===== config.mk =====
export PLATFORM = sky130hd
export DESIGN_NAME = fetch_stage_flat
export DESIGN_NICKNAME = d
export VERILOG_FILES = /design/src/rtl/fetch_stage_if.sv /design/src/rtl/fetch_stage.sv /design/src/flat_wrapper.sv
export SDC_FILE = /design/constraint.sdc
export NUM_CORES = 1
export LEC_CHECK = 0
export CORE_UTILIZATION = 42
export CTS_BUF_LIST = sky130_fd_sc_hd__clkbuf_4 sky130_fd_sc_hd__clkbuf_8
export DETAILED_ROUTE_END_ITERATION = 12
export PLACE_DENSITY_LB_ADDON = 0.05
export SLEW_MARGIN = 20
export SYNTH_ARGS = -nofsm -noshare
export SYNTH_HDL_FRONTEND = slang
export SYNTH_SLANG_ARGS = --single-unit

===== constraint.sdc =====
create_clock -name clk -period 6.92 [get_ports clk]
set_input_delay 0.692 -clock clk [delete_from_list [all_inputs] [get_ports clk]]
set_output_delay 0.692 -clock clk [all_outputs]
set_load 0.05 [all_outputs]

===== src/rtl/fetch_stage_if.sv =====
// Fetch-stage bus bundle: instruction-memory handshake, EX redirect and IF/ID boundary.
interface fetch_stage_if;
    logic        imem_req;
    logic [31:0] imem_addr;
    logic        imem_gnt;
    logic        imem_rvalid;
    logic [31:0] imem_rdata;
    logic        redirect_valid;
    logic [31:0] redirect_pc;
    logic        id_ready;
    logic        id_valid;
    logic [31:0] id_instr;
    logic [31:0] id_pc;

    // Fetch stage side
    modport master (
        output imem_req, imem_addr, id_valid, id_instr, id_pc,
        input  imem_gnt, imem_rvalid, imem_rdata, redirect_valid, redirect_pc, id_ready
    );

    // Memory / EX / decode side
    modport slave (
        input  imem_req, imem_addr, id_valid, id_instr, id_pc,
        output imem_gnt, imem_rvalid, imem_rdata, redirect_valid, redirect_pc, id_ready
    );
endinterface


===== src/rtl/fetch_stage.sv =====
// Instruction fetch stage: PC, in-order imem requests with credit limit,
// {pc, instr} buffer toward decode, redirect flush with in-flight drop.
module fetch_stage #(
    parameter logic [31:0] RESET_PC  = 32'h0000_0000,
    parameter int unsigned DEPTH     = 2,
    parameter logic [31:0] NOP_INSTR = 32'h0000_0013
) (
    input logic           clk,
    input logic           rst,
    fetch_stage_if.master bus
);

    localparam int unsigned PW = $clog2(DEPTH);
    localparam int unsigned CW = PW + 1;
    localparam int unsigned SW = PW + 2;

    logic [31:0]   fetch_pc_q, fetch_pc_d;
    logic [31:0]   resp_pc_q, resp_pc_d;
    logic [CW-1:0] outst_q, outst_d;
    logic [CW-1:0] drop_q, drop_d;
    logic [CW-1:0] count_q, count_d;
    logic [PW-1:0] rd_ptr_q, rd_ptr_d;
    logic [PW-1:0] wr_ptr_q, wr_ptr_d;
    logic [31:0]   fifo_pc_q    [DEPTH];
    logic [31:0]   fifo_instr_q [DEPTH];

    logic [SW-1:0] credit_used;
    logic          req;
    logic          grant;
    logic          empty;
    logic          id_valid;
    logic          pop;
    logic          push;

    // Handshake qualifiers and IF/ID outputs
    always_comb begin
        credit_used = SW'(count_q) + SW'(outst_q);
        req         = !rst && !bus.redirect_valid && (credit_used < SW'(DEPTH));
        grant       = req && bus.imem_gnt;
        empty       = (count_q == '0);
        id_valid    = !empty && !bus.redirect_valid;
        pop         = id_valid && bus.id_ready;
        push        = bus.imem_rvalid && !bus.redirect_valid && (drop_q == '0);

        bus.imem_req  = req;
        bus.imem_addr = fetch_pc_q;
        bus.id_valid  = id_valid;
        bus.id_instr  = empty ? NOP_INSTR : fifo_instr_q[rd_ptr_q];
        bus.id_pc     = empty ? resp_pc_q : fifo_pc_q[rd_ptr_q];
    end

    // Next-state for PCs, counters and buffer pointers
    always_comb begin
        fetch_pc_d = fetch_pc_q;
        resp_pc_d  = resp_pc_q;
        outst_d    = outst_q;
        drop_d     = drop_q;
        count_d    = count_q;
        rd_ptr_d   = rd_ptr_q;
        wr_ptr_d   = wr_ptr_q;

        if (bus.redirect_valid) begin
            fetch_pc_d = {bus.redirect_pc[31:2], 2'b00};
            resp_pc_d  = {bus.redirect_pc[31:2], 2'b00};
            count_d    = '0;
            rd_ptr_d   = '0;
            wr_ptr_d   = '0;
            outst_d    = outst_q - CW'(bus.imem_rvalid);
            // Pending drops are a subset of outstanding, so every in-flight
            // response not consumed this cycle becomes a drop.
            if (outst_q == '0) begin
                drop_d = '0;
            end else begin
                drop_d = outst_q - CW'(bus.imem_rvalid);
            end
        end else begin
            if (grant) begin
                fetch_pc_d = fetch_pc_q + 32'd4;
            end
            outst_d = outst_q + CW'(grant) - CW'(bus.imem_rvalid);
            if (bus.imem_rvalid && (drop_q != '0)) begin
                drop_d = drop_q - CW'(1);
            end
            if (push) begin
                wr_ptr_d  = wr_ptr_q + PW'(1);
                resp_pc_d = resp_pc_q + 32'd4;
            end
            if (pop) begin
                rd_ptr_d = rd_ptr_q + PW'(1);
            end
            count_d = count_q + CW'(push) - CW'(pop);
        end
    end

    // Control state registers
    always_ff @(posedge clk or posedge rst) begin
        if (rst) begin
            fetch_pc_q <= RESET_PC;
            resp_pc_q  <= RESET_PC;
            outst_q    <= '0;
            drop_q     <= '0;
            count_q    <= '0;
            rd_ptr_q   <= '0;
            wr_ptr_q   <= '0;
        end else begin
            fetch_pc_q <= fetch_pc_d;
            resp_pc_q  <= resp_pc_d;
            outst_q    <= outst_d;
            drop_q     <= drop_d;
            count_q    <= count_d;
            rd_ptr_q   <= rd_ptr_d;
            wr_ptr_q   <= wr_ptr_d;
        end
    end

    // Buffer storage, written on accepted responses
    always_ff @(posedge clk) begin
        if (push) begin
            fifo_pc_q[wr_ptr_q]    <= resp_pc_q;
            fifo_instr_q[wr_ptr_q] <= bus.imem_rdata;
        end
    end

endmodule


===== src/flat_wrapper.sv =====
// flat-port wrapper written by rule: the top's interface ports become plain ports
module fetch_stage_flat 
#(
    parameter logic [31:0] RESET_PC  = 32'h0000_0000,
    parameter int unsigned DEPTH     = 2,
    parameter logic [31:0] NOP_INSTR = 32'h0000_0013
)
  (clk, rst, bus_imem_req, bus_imem_addr, bus_id_valid, bus_id_instr, bus_id_pc, bus_imem_gnt, bus_imem_rvalid, bus_imem_rdata, bus_redirect_valid, bus_redirect_pc, bus_id_ready);
  fetch_stage_if bus_i ();
  input logic clk;
  input logic rst;
  output wire logic [$bits(bus_i.imem_req)-1:0] bus_imem_req;
  output wire logic [$bits(bus_i.imem_addr)-1:0] bus_imem_addr;
  output wire logic [$bits(bus_i.id_valid)-1:0] bus_id_valid;
  output wire logic [$bits(bus_i.id_instr)-1:0] bus_id_instr;
  output wire logic [$bits(bus_i.id_pc)-1:0] bus_id_pc;
  input wire logic [$bits(bus_i.imem_gnt)-1:0] bus_imem_gnt;
  input wire logic [$bits(bus_i.imem_rvalid)-1:0] bus_imem_rvalid;
  input wire logic [$bits(bus_i.imem_rdata)-1:0] bus_imem_rdata;
  input wire logic [$bits(bus_i.redirect_valid)-1:0] bus_redirect_valid;
  input wire logic [$bits(bus_i.redirect_pc)-1:0] bus_redirect_pc;
  input wire logic [$bits(bus_i.id_ready)-1:0] bus_id_ready;
  assign bus_imem_req = bus_i.imem_req;
  assign bus_imem_addr = bus_i.imem_addr;
  assign bus_id_valid = bus_i.id_valid;
  assign bus_id_instr = bus_i.id_instr;
  assign bus_id_pc = bus_i.id_pc;
  assign bus_i.imem_gnt = bus_imem_gnt;
  assign bus_i.imem_rvalid = bus_imem_rvalid;
  assign bus_i.imem_rdata = bus_imem_rdata;
  assign bus_i.redirect_valid = bus_redirect_valid;
  assign bus_i.redirect_pc = bus_redirect_pc;
  assign bus_i.id_ready = bus_id_ready;
  fetch_stage #(.RESET_PC(RESET_PC), .DEPTH(DEPTH), .NOP_INSTR(NOP_INSTR)) u_core (.clk(clk), .rst(rst), .bus(bus_i));
endmodule

=== Word-level counts from Yosys, hierarchy flattened ===
Memories as Yosys holds them, arrays and structs flattened.
Cells that the tools add are included.

* Output and inout bits: 98
* Logic and storage cells: 57
* Memory bits (writable): 128
* Bits in registers: 72
* Memories kept: 2

* $add $sub $neg: 11
* Order comparisons: 1
* Multiplexer cells: 17
* Reductions and logical operators: 19

{| class="wikitable"
|+ Memory list
! name !! words !! bits a word !! rd ports !! clocked after Yosys merged registers in !! write ports !! RTL line !! text
|-
| u_core.fifo_instr_q || 2 || 32 || 1 || 0 || 1 || fetch_stage.sv:25 || <nowiki>logic [31:0] fifo_instr_q [DEPTH];</nowiki>
|-
| u_core.fifo_pc_q || 2 || 32 || 1 || 0 || 1 || fetch_stage.sv:24 || <nowiki>logic [31:0] fifo_pc_q [DEPTH];</nowiki>
|}

{| class="wikitable"
|+ Operator list
! cell !! count
|-
| 2-to-1 mux 32 bit || 6
|-
| adder 32 x 3 -> 32 bit (second input constant) || 2
|-
| 2-to-1 mux 2 bit || 5
|-
| nonzero test 2 bit || 5
|-
| logical AND 1 bit || 8
|-
| logical NOT 2 bit || 3
|-
| 2-to-1 mux 1 bit || 6
|-
| subtractor 2 x 1 -> 2 bit || 3
|-
| adder 2 x 1 -> 2 bit || 2
|-
| adder 2 x 2 -> 3 bit || 1
|-
| logical NOT 1 bit || 3
|-
| less-than comparator 3 x 2 -> 1 bit (second input constant) || 1
|-
| adder 1 bit (second input constant) || 2
|-
| subtractor 2 x 1 -> 2 bit (second input constant) || 1
|}

=== Logic depth before layout (Yosys ltp) ===
Gate-level depths: netlist (run 1).

* Depth after elaboration: 7
* Depth in mapped cells: 11
* Gate-level depth less buffers: 10

=== Least setup slack after synthesis (run 1) ===
Ideal clock, no wire load.

* Kind: input-to-reg
* Start: in bus_redirect_valid
* End: mem u_core.fifo_instr_q[0][0], enable pin
* Cell stages on the path: 3
* Required time: 6362 ps
* Setup slack: 995 ps
* Buffers on the path: 2
* Data arrival time: 5367 ps
* Cell sequence: clkbuf_1 -> clkbuf_1 -> nor3_1

* Longest elaborated chain between the ends: 5

{| class="wikitable"
|+ Ends and longest elaborated chain
! what !! RTL line !! text
|-
| start, declared || flat_wrapper.sv:20 || <nowiki>input wire logic [$bits(bus_i.redirect_valid)-1:0] bus_redirect_valid;</nowiki>
|-
| logical NOT 1 bit || fetch_stage.sv:43 || <nowiki>push = bus.imem_rvalid && !bus.redirect_valid && (drop_q == '0);</nowiki>
|-
| logical AND 1 bit (2 in series) || fetch_stage.sv:43 ||
|-
| 2-to-1 mux 1 bit || fetch_stage.sv:118 || <nowiki>if (push) begin</nowiki>
|-
| 2-to-1 mux 1 bit (implied by the code) || fetch_stage.sv:120 || <nowiki>fifo_instr_q[wr_ptr_q] <= bus.imem_rdata;</nowiki>
|-
| end, declared || fetch_stage.sv:25 ||
|}

No other way between the ends.

=== Worst setup path in the final report (run 1) ===
* Start: reg u_core.rd_ptr_q
* End: out bus_id_pc[14]

* Longest elaborated chain between the ends: 2

{| class="wikitable"
|+ Ends and longest elaborated chain
! what !! RTL line !! text
|-
| start, declared || fetch_stage.sv:22 || <nowiki>logic [PW-1:0] rd_ptr_q, rd_ptr_d;</nowiki>
|-
| start signal, assigned || fetch_stage.sv:111 || <nowiki>rd_ptr_q <= rd_ptr_d;</nowiki>
|-
| memory read (2 x 32 bit) || n/a ||
|-
| 2-to-1 mux 32 bit || fetch_stage.sv:49 || <nowiki>bus.id_pc = empty ? resp_pc_q : fifo_pc_q[rd_ptr_q];</nowiki>
|-
| end, declared || flat_wrapper.sv:16 || <nowiki>output wire logic [$bits(bus_i.id_pc)-1:0] bus_id_pc;</nowiki>
|}

No other way between the ends.

==> results of run 1 <==
[stage by stage]
step	setup slack, ps	std cells
final	3025	1154
after global routing	2781	1154
after CTS	2890	1154
after detailed placement	3412	1122
after global placement	3447	1122
after floorplan	995.4	717
[area by class of cell]
class	instances	area share (%)
clock buffers	17	2.116
clock inverters	15	1.652
inverters	16	0.5432
multi-input cells	476	28.53
flip-flops and latches	192	49.10
well taps	270	3.055
repair buffers	168	15.01
[registers in the layout, summed over array words and instances (netlist names)]
signal                count
u_core.drop_q             2
u_core.fifo_pc_q         60
u_core.fifo_instr_q      64
u_core.outst_q            2
u_core.resp_pc_q         30
u_core.count_q            2
u_core.wr_ptr_q           1
u_core.bus.imem_addr     30
u_core.rd_ptr_q           1
[cell usage after synthesis (all sizes together) (9+ instances only)]
master / count
nand2: 87
nand3: 30
o21ai: 60
mux2: 14
xor2: 19
xnor2: 21
inv: 16
nand4: 20
o211ai: 13
clkbuf: 25
dfrtp: 68
and3: 12
nor4: 9
mux2i: 63
edfxtp: 124
nor2: 54
o311ai: 9
[power by group through the flow]
stage | Clock, uW | Sequential, uW | Combinational, uW
after global placement | 0 | 1480 | 1310
after detailed placement | 0 | 1490 | 1320
after global routing | 835 | 1480 | 1390
after floorplan | 0 | 1510 | 853
after CTS | 784 | 1460 | 1330
final | 758 | 1460 | 1310
[cell families (layout without fill, tap and decap cells)]
kind of cell | Yosys count | after routing | share of synthesized area (%)
simple gates | 241 | 241 | 14.10
fa+ha+maj | 8 | 8 | 1.225
xor+xnor | 40 | 40 | 3.988
buf+inv | 49 | 216 | 2.621
mux | 77 | 77 | 8.973
other cells | 1 | 4 | 0.04269
compound gates | 106 | 106 | 7.293
flops | 192 | 192 | 61.76
[worst max-delay path by stage]
stage / startpoint / end / slack [ps]
after floorplan: bus_redirect_valid / u_core.fifo_instr_q[0][0] / 1000
after global placement: u_core.rd_ptr_q / bus_id_pc[15] / 3450
after detailed placement: u_core.rd_ptr_q / bus_id_pc[15] / 3410
after CTS: u_core.rd_ptr_q / bus_id_pc[15] / 2890
after global routing: u_core.rd_ptr_q / bus_id_pc[15] / 2780
final: u_core.rd_ptr_q / bus_id_pc[14] / 3020
[critical path, cell delays in order, from the launching register on]
cell and delay, ps:
dfrtp_4 850, buf_4 560, mux2i_1 130, o21ai_0 290
clkdlybuf4s50_1 870
[per-layer routing]
layer | up-vias | GRT usage, % | wire [um]
met5 | - | 0 | 0
met3 | 22 | 3.875 | 1043
li1 | 2920 | - | -
met2 | 202 | 29.53 | 9122
met4 | 0 | 6.458 | 306
met1 | 2936 | 27.74 | 9433
==> results, run 1 <==
- The worst-skew pair later-pin latency is 460 ps.
- The setup path with the least slack is of type reg -> out.
- The worst register-to-register path ends at u_core.bus.imem_addr[24].
- The count of flip-flops with a built-in enable after synthesis is 124.
- The number of cells traversed by the worst hold path is 0.
- Yosys mapped the design onto 53 distinct sky130hd cell types.
- The maximum vdd drop is 0.1636 mV.
- Across the routed clock network, the largest skew measured is 19.04 ps.
- The TritonCTS clock tree is done.
- The area of the die is 21500 um^2.
- The maximum root-to-sink buffer count is 2.
- For this run, the leading register cell type out of synthesis is edfxtp_1.
- Across the run, the number of max-cap violations was 0.
- For this run, asynchronously set or reset flops after synthesis account for 35.42%.
- Per report_power, the clock group accounts for 21.5% of the total.
- The number of iterations in the first detailed-routing pass is 5.
- In the final routed layout, each cell accounts on average for 17.25 um.
- The leakage power summed over all cells is 0.003918 uW.
- The clock net in this run drives a total of 192 sinks.
- The floorplan has 52 rows.
- The H-tree was split into 4 levels.
- After clock tree synthesis, the clock-pin slew on the worst setup and hold paths is 90 ps.
- The reg-to-reg startpoint is u_core.count_q[0].
- The timing-limited maximum frequency is 256.7 MHz.
- The overall die width is 146.6 um.
- Counting the fill cells in the layout gives 1741.
- In the final design database the tool counted 949 nets.
- The total grt overflow is 0.
- The worst hold path begins at u_core.resp_pc_q[30].
- The worst setup path is captured at an output pin.
- Post-CTS repair changed the size of 0 cells.
- Power spread over the standard cell area amounts to roughly 320 nW/um^2.
- The design draws approximately 3500 uW.
- The share of the core filled with cells in the final layout is between 50% and 60%.
- 0 antenna diodes ended up in the layout.
- Synthesis inferred about 190 register bits.
- The placeable core region is 20360 um^2.
- The setup total negative slack is 0 ps.
- Setup repair after global routing left no endpoint under its margin.
- For this design the top-level I/O count stands at 168.
- The first routing iteration left about 290 violations.
- Once the clock tree was built, the setup fixing pass inserted 0 buffers.
- The initial antenna violation count was 0.
- The top-area cell type share of the netlist area is 42.39%.
- Leaving out fill and tap cells, the most frequent cell in the layout is clkdlybuf4s50_1.
- The number of I/O port buffers is 161.
- The ratio of final minimum period to clock period is 56.29%.
- The Yosys step of the flow raised 0 warnings.
- The area taken by flip-flops and latches is 5429 um^2.
- Buffers inserted during clock tree synthesis total 17.
- For this run, design rule violations remaining after detail routing come to 0.
- The first-pass GRT wire length is 32290 um.
- Final hold analysis gives a worst-case slack of 555.4 ps.
- The endpoint with the worst hold slack is u_core.fifo_pc_q[0][30].
- For this design, the CTS-stage hold fixing added 0 buffers.
- The final count of hold timing violations came to 0.
- The category of the worst setup path launch point is a flip-flop.
- The via count of the first global-routing pass is 6075.
- Across every metal layer, demand over resource in global routing totals 19.42%.
- The count of cells along the worst register-to-register path is 10.
- The die is 146.6 um tall.
- The cell area that synthesis handed to floorplanning was 8785 um^2.
- The congestion estimate from routability-driven global placement came to 0.8412.
- The fraction of final layout cells with drive strength greater than 1 is 8.824%.
- The worst hold path belongs to the class reg -> reg.
- The total non-filler cell area in the finished layout is 11060 um^2.
- The fraction of power consumed by sequential logic is 41.4%.
- The area of placed instances is 10640 um^2.
- In the post-synthesis netlist, the biggest area contributors are edfxtp_1, dfrtp_1, mux2i_1.
- STA puts the critical path data required time at 6230 ps.
- The largest fanout on the critical path is 36.
- The count of final max-slew check failures is 0.
- Counting every instance in the synthesized netlist gives 714.
- Setup violations remaining at the end of the flow were counted as 0.
- The average instance area after synthesis is around 12 um^2.
- Once detailed placement completed, the half-perimeter wirelength came to approximately 13000 um.
- The worst slew margin relative to its limit is a little under a third.
- The total detailed-routing wirelength is 19910 um.
- The initial core utilization is between 40% and 50%.
- After detailed routing, the number of vias per cell comes to 5.269.
- The multi-input combinational cells in the finished layout cover a total of 3154 um^2.
- The pin count of the biggest net entering global routing is about 90.
- The internal portion of the total power is 2148 uW.
- The slew of the pin with the lowest slew margin is 1019 ps.
- Data on the critical path arrives at its endpoint at 3200 ps.
- From synthesis to final layout, the design area changed by 25.87%.
- The most area-hungry cell type in the Yosys netlist is edfxtp_1.
- The combinational share of power is 37.1%.
- The flow ran to the end, and the final reports show no timing, DRC or antenna violations.
- Setup slack on the worst reg-to-reg path comes out at 3900 ps.
- The fraction of power spent switching nets is 39.17%.
- The shortest clock period the worst path allows after layout is 3895 ps.
- The remaining antenna violation count after routing is 0.
- The top cell types in the final layout, fill and taps aside, are clkdlybuf4s50_1, edfxtp_1, nand2_1.
- For this design the total switching power over the nets is 1383 uW.
- The clock tree root driver cell is clkbuf_8.
- The number of vias after detailed routing is 6080.
- Sequential elements use 61.76% of the synthesized area.
(Power assumes the default switching activity.)
==> run 2: changes to the inputs <==
Clock period 6.92 ns to 3.2 ns, I/O delays scaled along.
==> run 2 against run 1 <==
Net effect: final area rose by 0.69%; utilization grew 0.37 points; critical path type unchanged; flip-flop and latch count unchanged; largest power group unchanged; largest cell class unchanged; register-to-register slack got worse by 3400 ps.
==> results, run 2 (synthesized netlist as in run 1, its figures left out) <==
- Result of the run: complete, no violations (unchanged).
- The fraction of power spent switching nets is 38.99% (was 39.17%).
- Counting I/O delays and the setup requirement, the final critical path takes 2989 ps.
- The leakage power summed over all cells is 0.003952 uW (was 0.003918 uW).
- The final clock skew is 16.74 ps (was 19.04 ps).
- Most frequent cells in the layout: clkdlybuf4s50_1, edfxtp_1, nand2_1 (unchanged).
- The total non-filler cell area in the finished layout was 11130 um^2 (was 11060 um^2).
- The number of I/O port buffers is 161 (unchanged).
- The average vias per placed instance came to 5.252 (was 5.269).
- The final layout net count is 953 (was 949).
- The flip-flop count of the largest register after layout is 64 (unchanged).
- The total placed cells including tap cells is 1126 (was 1122).
- The total grt overflow was 0 (unchanged).
- The setup total negative slack is 0 ps (unchanged).
- The kind of critical path is reg -> out (unchanged).
- The first-pass GRT wire length came to 31950 um (was 32290 um).
- The clock share of power is 21.1% (was 21.5%).
- The net switching power figure is 2984 uW (was 1383 uW).
- The violation count after the first detailed-routing iteration came to 313 (was 288).
- The number of buffers inserted during clock tree synthesis is 17 (unchanged).
- The commonest non-fill, non-tap cell in the layout is clkdlybuf4s50_1 (unchanged).
- The number of vias after detailed routing is 6077 (was 6080).
- The total detailed-routing wirelength was 20050 um (was 19910 um).
- The fraction of power consumed by sequential logic is 41.2% (was 41.4%).
- The TritonCTS clock tree is done (unchanged).
- The pin count of the biggest net entering global routing is 91 (unchanged).
- The CTS H-tree depth was 4 (unchanged).
- Setup repair after global routing missed its margin: no (unchanged).
- The count of final max-slew check failures is 0 (unchanged).
- The worst hold slack was 327.5 ps (was 555.4 ps).
- The fraction of final layout cells with drive strength greater than 1 was 9.357% (was 8.824%).
- The critical path capture point type is an output pin (unchanged).
- The maximum vdd drop is 0.3515 mV (was 0.1636 mV).
- The number of iterations in the first detailed-routing pass is 6 (was 5).
- The via count of the first global-routing pass is 5968 (was 6075).
- The clock tree root driver cell was clkbuf_8 (unchanged).
- The worst min-delay path category is in -> async (was reg -> reg).
- The number of remaining DRC errors is 0 (unchanged).
- The I/O pin total was 168 (unchanged).
- The worst-skew pair later-pin latency is 460 ps (about the same).
- The largest fanout on the critical path is 3 (was 36).
- The remaining antenna violation count after routing came to 0 (unchanged).
- The overall die width is 146.6 um (unchanged).
- The required arrival time at the worst endpoint was 2880 ps (was 6230 ps).
- The combinational share of power is 37.6% (was 37.1%).
- The global placer's final weighted congestion came to 0.8760 (was 0.8412).
- The initial core utilization is 43.14% (unchanged).
- The register name with the most flops is u_core.fifo_instr_q (unchanged).
- The placed wire-length estimate is 13500 um (was 13200 um).
- The final cell count without fillers is 1157 (was 1154).
- The initial antenna violation count was 0 (unchanged).
- The wire length per cell came to 17.33 um (was 17.25 um).
- The total routing usage reported by global routing came to 19.20% (was 19.42%).
- The final count of hold timing violations is 0 (unchanged).
- The ratio of final minimum period to clock period is ~93%.
- The final setup violation count is 0 (unchanged).
- The overall die height came to 146.6 um (unchanged).
- The power density of the placed cells is 687.6 nW/um^2 (was 319.4 nW/um^2).
- The number of diodes is 0 (unchanged).
- The timing-limited maximum frequency is between 300 and 400 MHz.
- The clock transition at the registers of the reported paths is 100 ps (was 90 ps).
- The clock sink count is 192 (unchanged).
- The slew of the pin with the lowest slew margin is 970.5 ps (was 1019 ps).
- The maximum root-to-sink buffer count was 2 (unchanged).
- The number of placement rows is 52 (unchanged).
- The area of the die is 21500 um^2 (unchanged).
- The worst path arrival time came to 2670 ps (was 3200 ps).
- The area of placed instances came to 10730 um^2 (was 10640 um^2).
- The worst slew margin relative to its limit was 34.70% (was 31.44%).
- The internal portion of total power is 4670 uW (was 2148 uW).
- The placeable core region is 20360 um^2 (unchanged).
- The max capacitance violation total is 0 (unchanged).
- The layout overhead on the synthesized area is 26.73% (was 25.87%).
- The category of the worst setup path launch point is a flip-flop (unchanged).
- Registers with the most flip-flops: u_core.fifo_instr_q: 64 flops, u_core.fifo_pc_q: 60 flops (unchanged).
## run 2: final timing paths
kind	startpoint	endpoint	slack, ps	cells after the start
max	u_core.count_q[0]	bus_imem_req	210	6
max reg2reg	u_core.count_q[0]	u_core.bus.imem_addr[24]	480	10
min in group clk	bus_imem_rdata[18]	u_core.fifo_instr_q[1][18]	430	1
max in group asynchronous	rst	u_core.bus.imem_addr[28]	2220	3
min	rst	u_core.resp_pc_q[7]	330	2
min reg2reg	u_core.resp_pc_q[26]	u_core.fifo_pc_q[0][26]	560	0
## run 2: cell type report
type                    count  area (um^2)
clock buffers              18        241.5
well taps                 270        337.8
flip-flops and latches    192         5429
inverters                  16        60.06
fillers                  1747         9231
repair buffers            172         1743
clock inverters            13        161.4
multi-input cells         476         3161
## run 2: metal layers
metal  GRT usage (%)  share of wire, %
met2           29.27                46
met5               0                 0
met3           3.656               6.2
met1           27.10                46
met4           7.448               1.9
## run 2: critical path, stage by stage, from the launching register on
cell and delay [ps]:
dfrtp_1 410, inv_1 90, nor2_1 120, fa_1 420, or4_4 540, inv_2 90
dlygate4sd2_1 530
## run 2: power by group through the flow
stage	sequential, uW	clock (uW)	combinational, uW
after floorplan	3260	0	1850
after global placement	3190	0	2880
after detailed placement	3210	0	2910
after CTS	3160	1670	2920
after global routing	3190	1770	3060
final	3160	1620	2880
## run 2: what timing repair did
action,CTS,global route
buffers inserted,0,0
setup endpoints to repair,1,0
hold buffers,0,0
resized for setup,1,0
## run 2: through the flow
stage	worst slack [ps]	power, uW	utilization, %
3_3_place_gp	441.8	6075	52.70
2_1_floorplan	322.8	5109	-
5_1_grt	56.01	8030	54.67
4_1_cts	174.8	7743	54.67
3_5_place_dp	432.3	6121	52.70
6_report	211.4	7655	54.67
==> run 3: changes to the inputs <==
Settings changed: CELL_PAD_IN_SITES_DETAIL_PLACEMENT from default to 2, CELL_PAD_IN_SITES_GLOBAL_PLACEMENT from default to 2, CORE_UTILIZATION 42 to 32.
==> run 3 against run 2 <==
Net effect: wire length grew 25%; non-clock buffer count grew 12; clock power grew 4%; critical endpoint unchanged; highest routed layer unchanged.
==> results, run 3 (synthesized netlist as in run 1, its figures left out) <==
- The overall die width is 167.7 um (was 146.6 um).
- The placed wire-length estimate is 17640 um (was 13500 um).
- The number of iterations in the first detailed-routing pass is 4 (was 6).
- The first-pass GRT wire length is 39890 um (was 31950 um).
- The pin count of the biggest net entering global routing was 63 (was 91).
- The slack of the worst reg-to-reg path is 420 ps (was 480 ps).
- The net switching power figure is 3217 uW (was 2984 uW).
- Most frequent cells in the layout: clkdlybuf4s50_1, edfxtp_1, nand2_1 (unchanged).
- The total power after layout is 7914 uW (was 7655 uW).
- The clock tree root driver cell is clkbuf_8 (unchanged).
- The violation count after the first detailed-routing iteration is 248 (was 313).
- The number of vias after detailed routing came to 6290 (was 6077).
- The area of the die was 28120 um^2 (was 21500 um^2).
- The max capacitance violation total came to 0 (unchanged).
- The capture point of the critical path is bus_imem_req (unchanged).
- The internal portion of total power was 4697 uW (was 4670 uW).
- The number of buffers inserted during clock tree synthesis was 17 (unchanged).
- The clock sink count was 192 (unchanged).
- The total grt overflow was 0 (unchanged).
- The total non-filler cell area in the finished layout is 11350 um^2 (was 11130 um^2).
- The multi-input combinational cell area is 3161 um^2 (unchanged).
- Registers with the most flip-flops: u_core.fifo_instr_q: 64 flops, u_core.fifo_pc_q: 60 flops (unchanged).
- The number of buffers inserted by hold repair at cts came to 0 (unchanged).
- The worst slew margin relative to its limit came to 41.81% (was 34.70%).
- The placeable core region came to 26950 um^2 (was 20360 um^2).
- The number of placement rows is 60 (was 52).
- The total detailed-routing wirelength is 25030 um (was 20050 um).
- The area of placed instances is 10880 um^2 (was 10730 um^2).
- The worst path arrival time is 2740 ps (was 2670 ps).
- The ratio of final minimum period to clock period came to 95.56% (was 93.39%).
- The area taken by flip-flops and latches is 5429 um^2 (unchanged).
- The category of the worst setup path launch point is a flip-flop (unchanged).
- The flip-flop count of the largest register after layout is 64 (unchanged).
- The layout overhead on the synthesized area came to 29.18% (was 26.73%).
- The remaining antenna violation count after routing came to 0 (unchanged).
- The number of remaining DRC errors is 0 (unchanged).
- Result of the run: complete, no violations (unchanged).
- The wire length per cell is 20.18 um (was 17.33 um).
- The fraction of final layout cells with drive strength greater than 1 is 11.23% (was 9.357%).
- The final clock skew is 22.72 ps (was 16.74 ps).
- The end of the worst register-to-register path is u_core.bus.imem_addr[25] (was u_core.bus.imem_addr[24]).
- The kind of critical path is reg -> out (unchanged).
- The final count of hold timing violations is 0 (unchanged).
- The commonest non-fill, non-tap cell in the layout is clkdlybuf4s50_1 (unchanged).
- The setup total negative slack came to 0 ps (unchanged).
- The power density of the placed cells is 697.4 nW/um^2 (was 687.6 nW/um^2).
- The total routing usage reported by global routing is 18.50% (was 19.20%).
- The reg-to-reg startpoint is u_core.count_q[0] (unchanged).
- The critical path capture point type was an output pin (unchanged).
- The combinational share of power is 39.1% (was 37.6%).
- The fraction of power consumed by sequential logic was 39.7% (was 41.2%).
- The register name with the most flops is u_core.fifo_instr_q (unchanged).
- The TritonCTS clock tree is done (unchanged).
- The worst hold path was traced through 2 stages.
- The global placer's final weighted congestion was 0.8233 (was 0.8760).
- The final layout net count is 965 (was 953).
- The leakage power summed over all cells is 0.004044 uW (was 0.003952 uW).
- The worst-skew pair later-pin latency is 480 ps (was 460 ps).
- The number of diodes came to 0 (unchanged).
- The I/O pin total came to 168 (unchanged).
- The final setup violation count is 0 (unchanged).
- The fraction of power spent switching nets came to 40.65% (was 38.99%).
- The initial antenna violation count came to 0 (unchanged).
- The worst min-delay path category is in -> reg (was in -> async).
- The maximum root-to-sink buffer count is 2 (unchanged).
- The count of cells along the worst register-to-register path came to 10 (unchanged).
- The largest fanout on the critical path is 3 (unchanged).
- The maximum vdd drop was 0.3033 mV (was 0.3515 mV).
- The average vias per placed instance is 5.073 (was 5.252).
- The slew of the pin with the lowest slew margin is 871.6 ps (was 970.5 ps).
- The shortest clock period the worst path allows after layout is 3058 ps (was 2989 ps).
- The CTS H-tree depth is 4 (unchanged).
- The clock share of power is 21.2% (was 21.1%).
- The initial core utilization is 32.60% (was 43.14%).
- The number of I/O port buffers came to 161 (unchanged).
- The number of inserted filler cells in the final layout is 2782 (was 1747).
- The required arrival time at the worst endpoint was 2880 ps (about the same).
- The first element of the critical path is u_core.count_q[0] (unchanged).
- The timing-limited maximum frequency is 327.0 MHz (was 334.6 MHz).
- The clock transition at the registers of the reported paths is 110 ps (was 100 ps).
- The worst hold slack is 165.4 ps (was 327.5 ps).
- The overall die height was 167.7 um (was 146.6 um).
- The via count of the first global-routing pass is 6944 (was 5968).
- Setup repair after global routing missed its margin: no (unchanged).
- The count of final max-slew check failures is 0 (unchanged).
-- run 3: worst max-delay path, stage by stage (launching register included) --
cell           delay, ps
dfrtp_1              440
inv_1                 90
nor2_1               130
fa_1                 430
or4_4                550
inv_2                100
dlygate4sd2_1        530
-- run 3: timing repair --
| action | 4_1_cts | 5_1_grt |
|---|---|---|
| setup buffers | 4 | 0 |
| setup endpoints to repair | 2 | 0 |
| resized for setup | 1 | 0 |
-- run 3: final cells by class --
| cell class | instances | share of cell area (%) |
|---|---|---|
| Sequential cell | 192 | 47.84 |
| Multi-Input combinational cell | 476 | 27.85 |
| Timing Repair Buffer | 184 | 16.37 |
| Tap cell | 341 | 3.760 |
| Clock buffer | 17 | 2.062 |
| Clock inverter | 14 | 1.588 |
| Inverter | 16 | 0.5292 |
-- run 3: worst min-delay path by stage --
stage | endpoint | from
floorplan | u_core.fifo_instr_q[0][0] | bus_imem_rdata[0]
finish | u_core.count_q[1] | bus_redirect_valid
detailed placement | u_core.fifo_pc_q[0][26] | u_core.resp_pc_q[26]
global placement | u_core.fifo_pc_q[0][30] | u_core.resp_pc_q[30]
CTS | u_core.count_q[1] | bus_redirect_valid
global route | u_core.count_q[1] | bus_redirect_valid
-- run 3: metrics by stage --
step / utilization [%] / std cells / worst slack, ps
2_1_floorplan: - / 717 / 322.8
3_3_place_gp: 40.37 / 1205 / 418.1
3_5_place_dp: 40.37 / 1205 / 369.8
4_1_cts: 42.11 / 1240 / 73.91
5_1_grt: 42.11 / 1240 / 12.92
6_report: 42.11 / 1240 / 142.1
-- run 3: per-layer routing --
metal  up-vias  wire length, um  GRT usage (%)
li1       2953                -              -
met1      3175            11700          24.43
met2       139            12210          31.21
met3        23              727          3.073
met4         0              392          5.265
met5         -                0              0
-- run 3: power by group through the flow --
| stage | combinational [uW] | clock, uW | sequential (uW) |
|---|---|---|---|
| floorplan | 1850 | 0 | 3260 |
| global placement | 3000 | 0 | 3170 |
| detailed placement | 3070 | 0 | 3200 |
| CTS | 3140 | 1750 | 3150 |
| global route | 3290 | 1810 | 3180 |
| finish | 3090 | 1680 | 3150 |
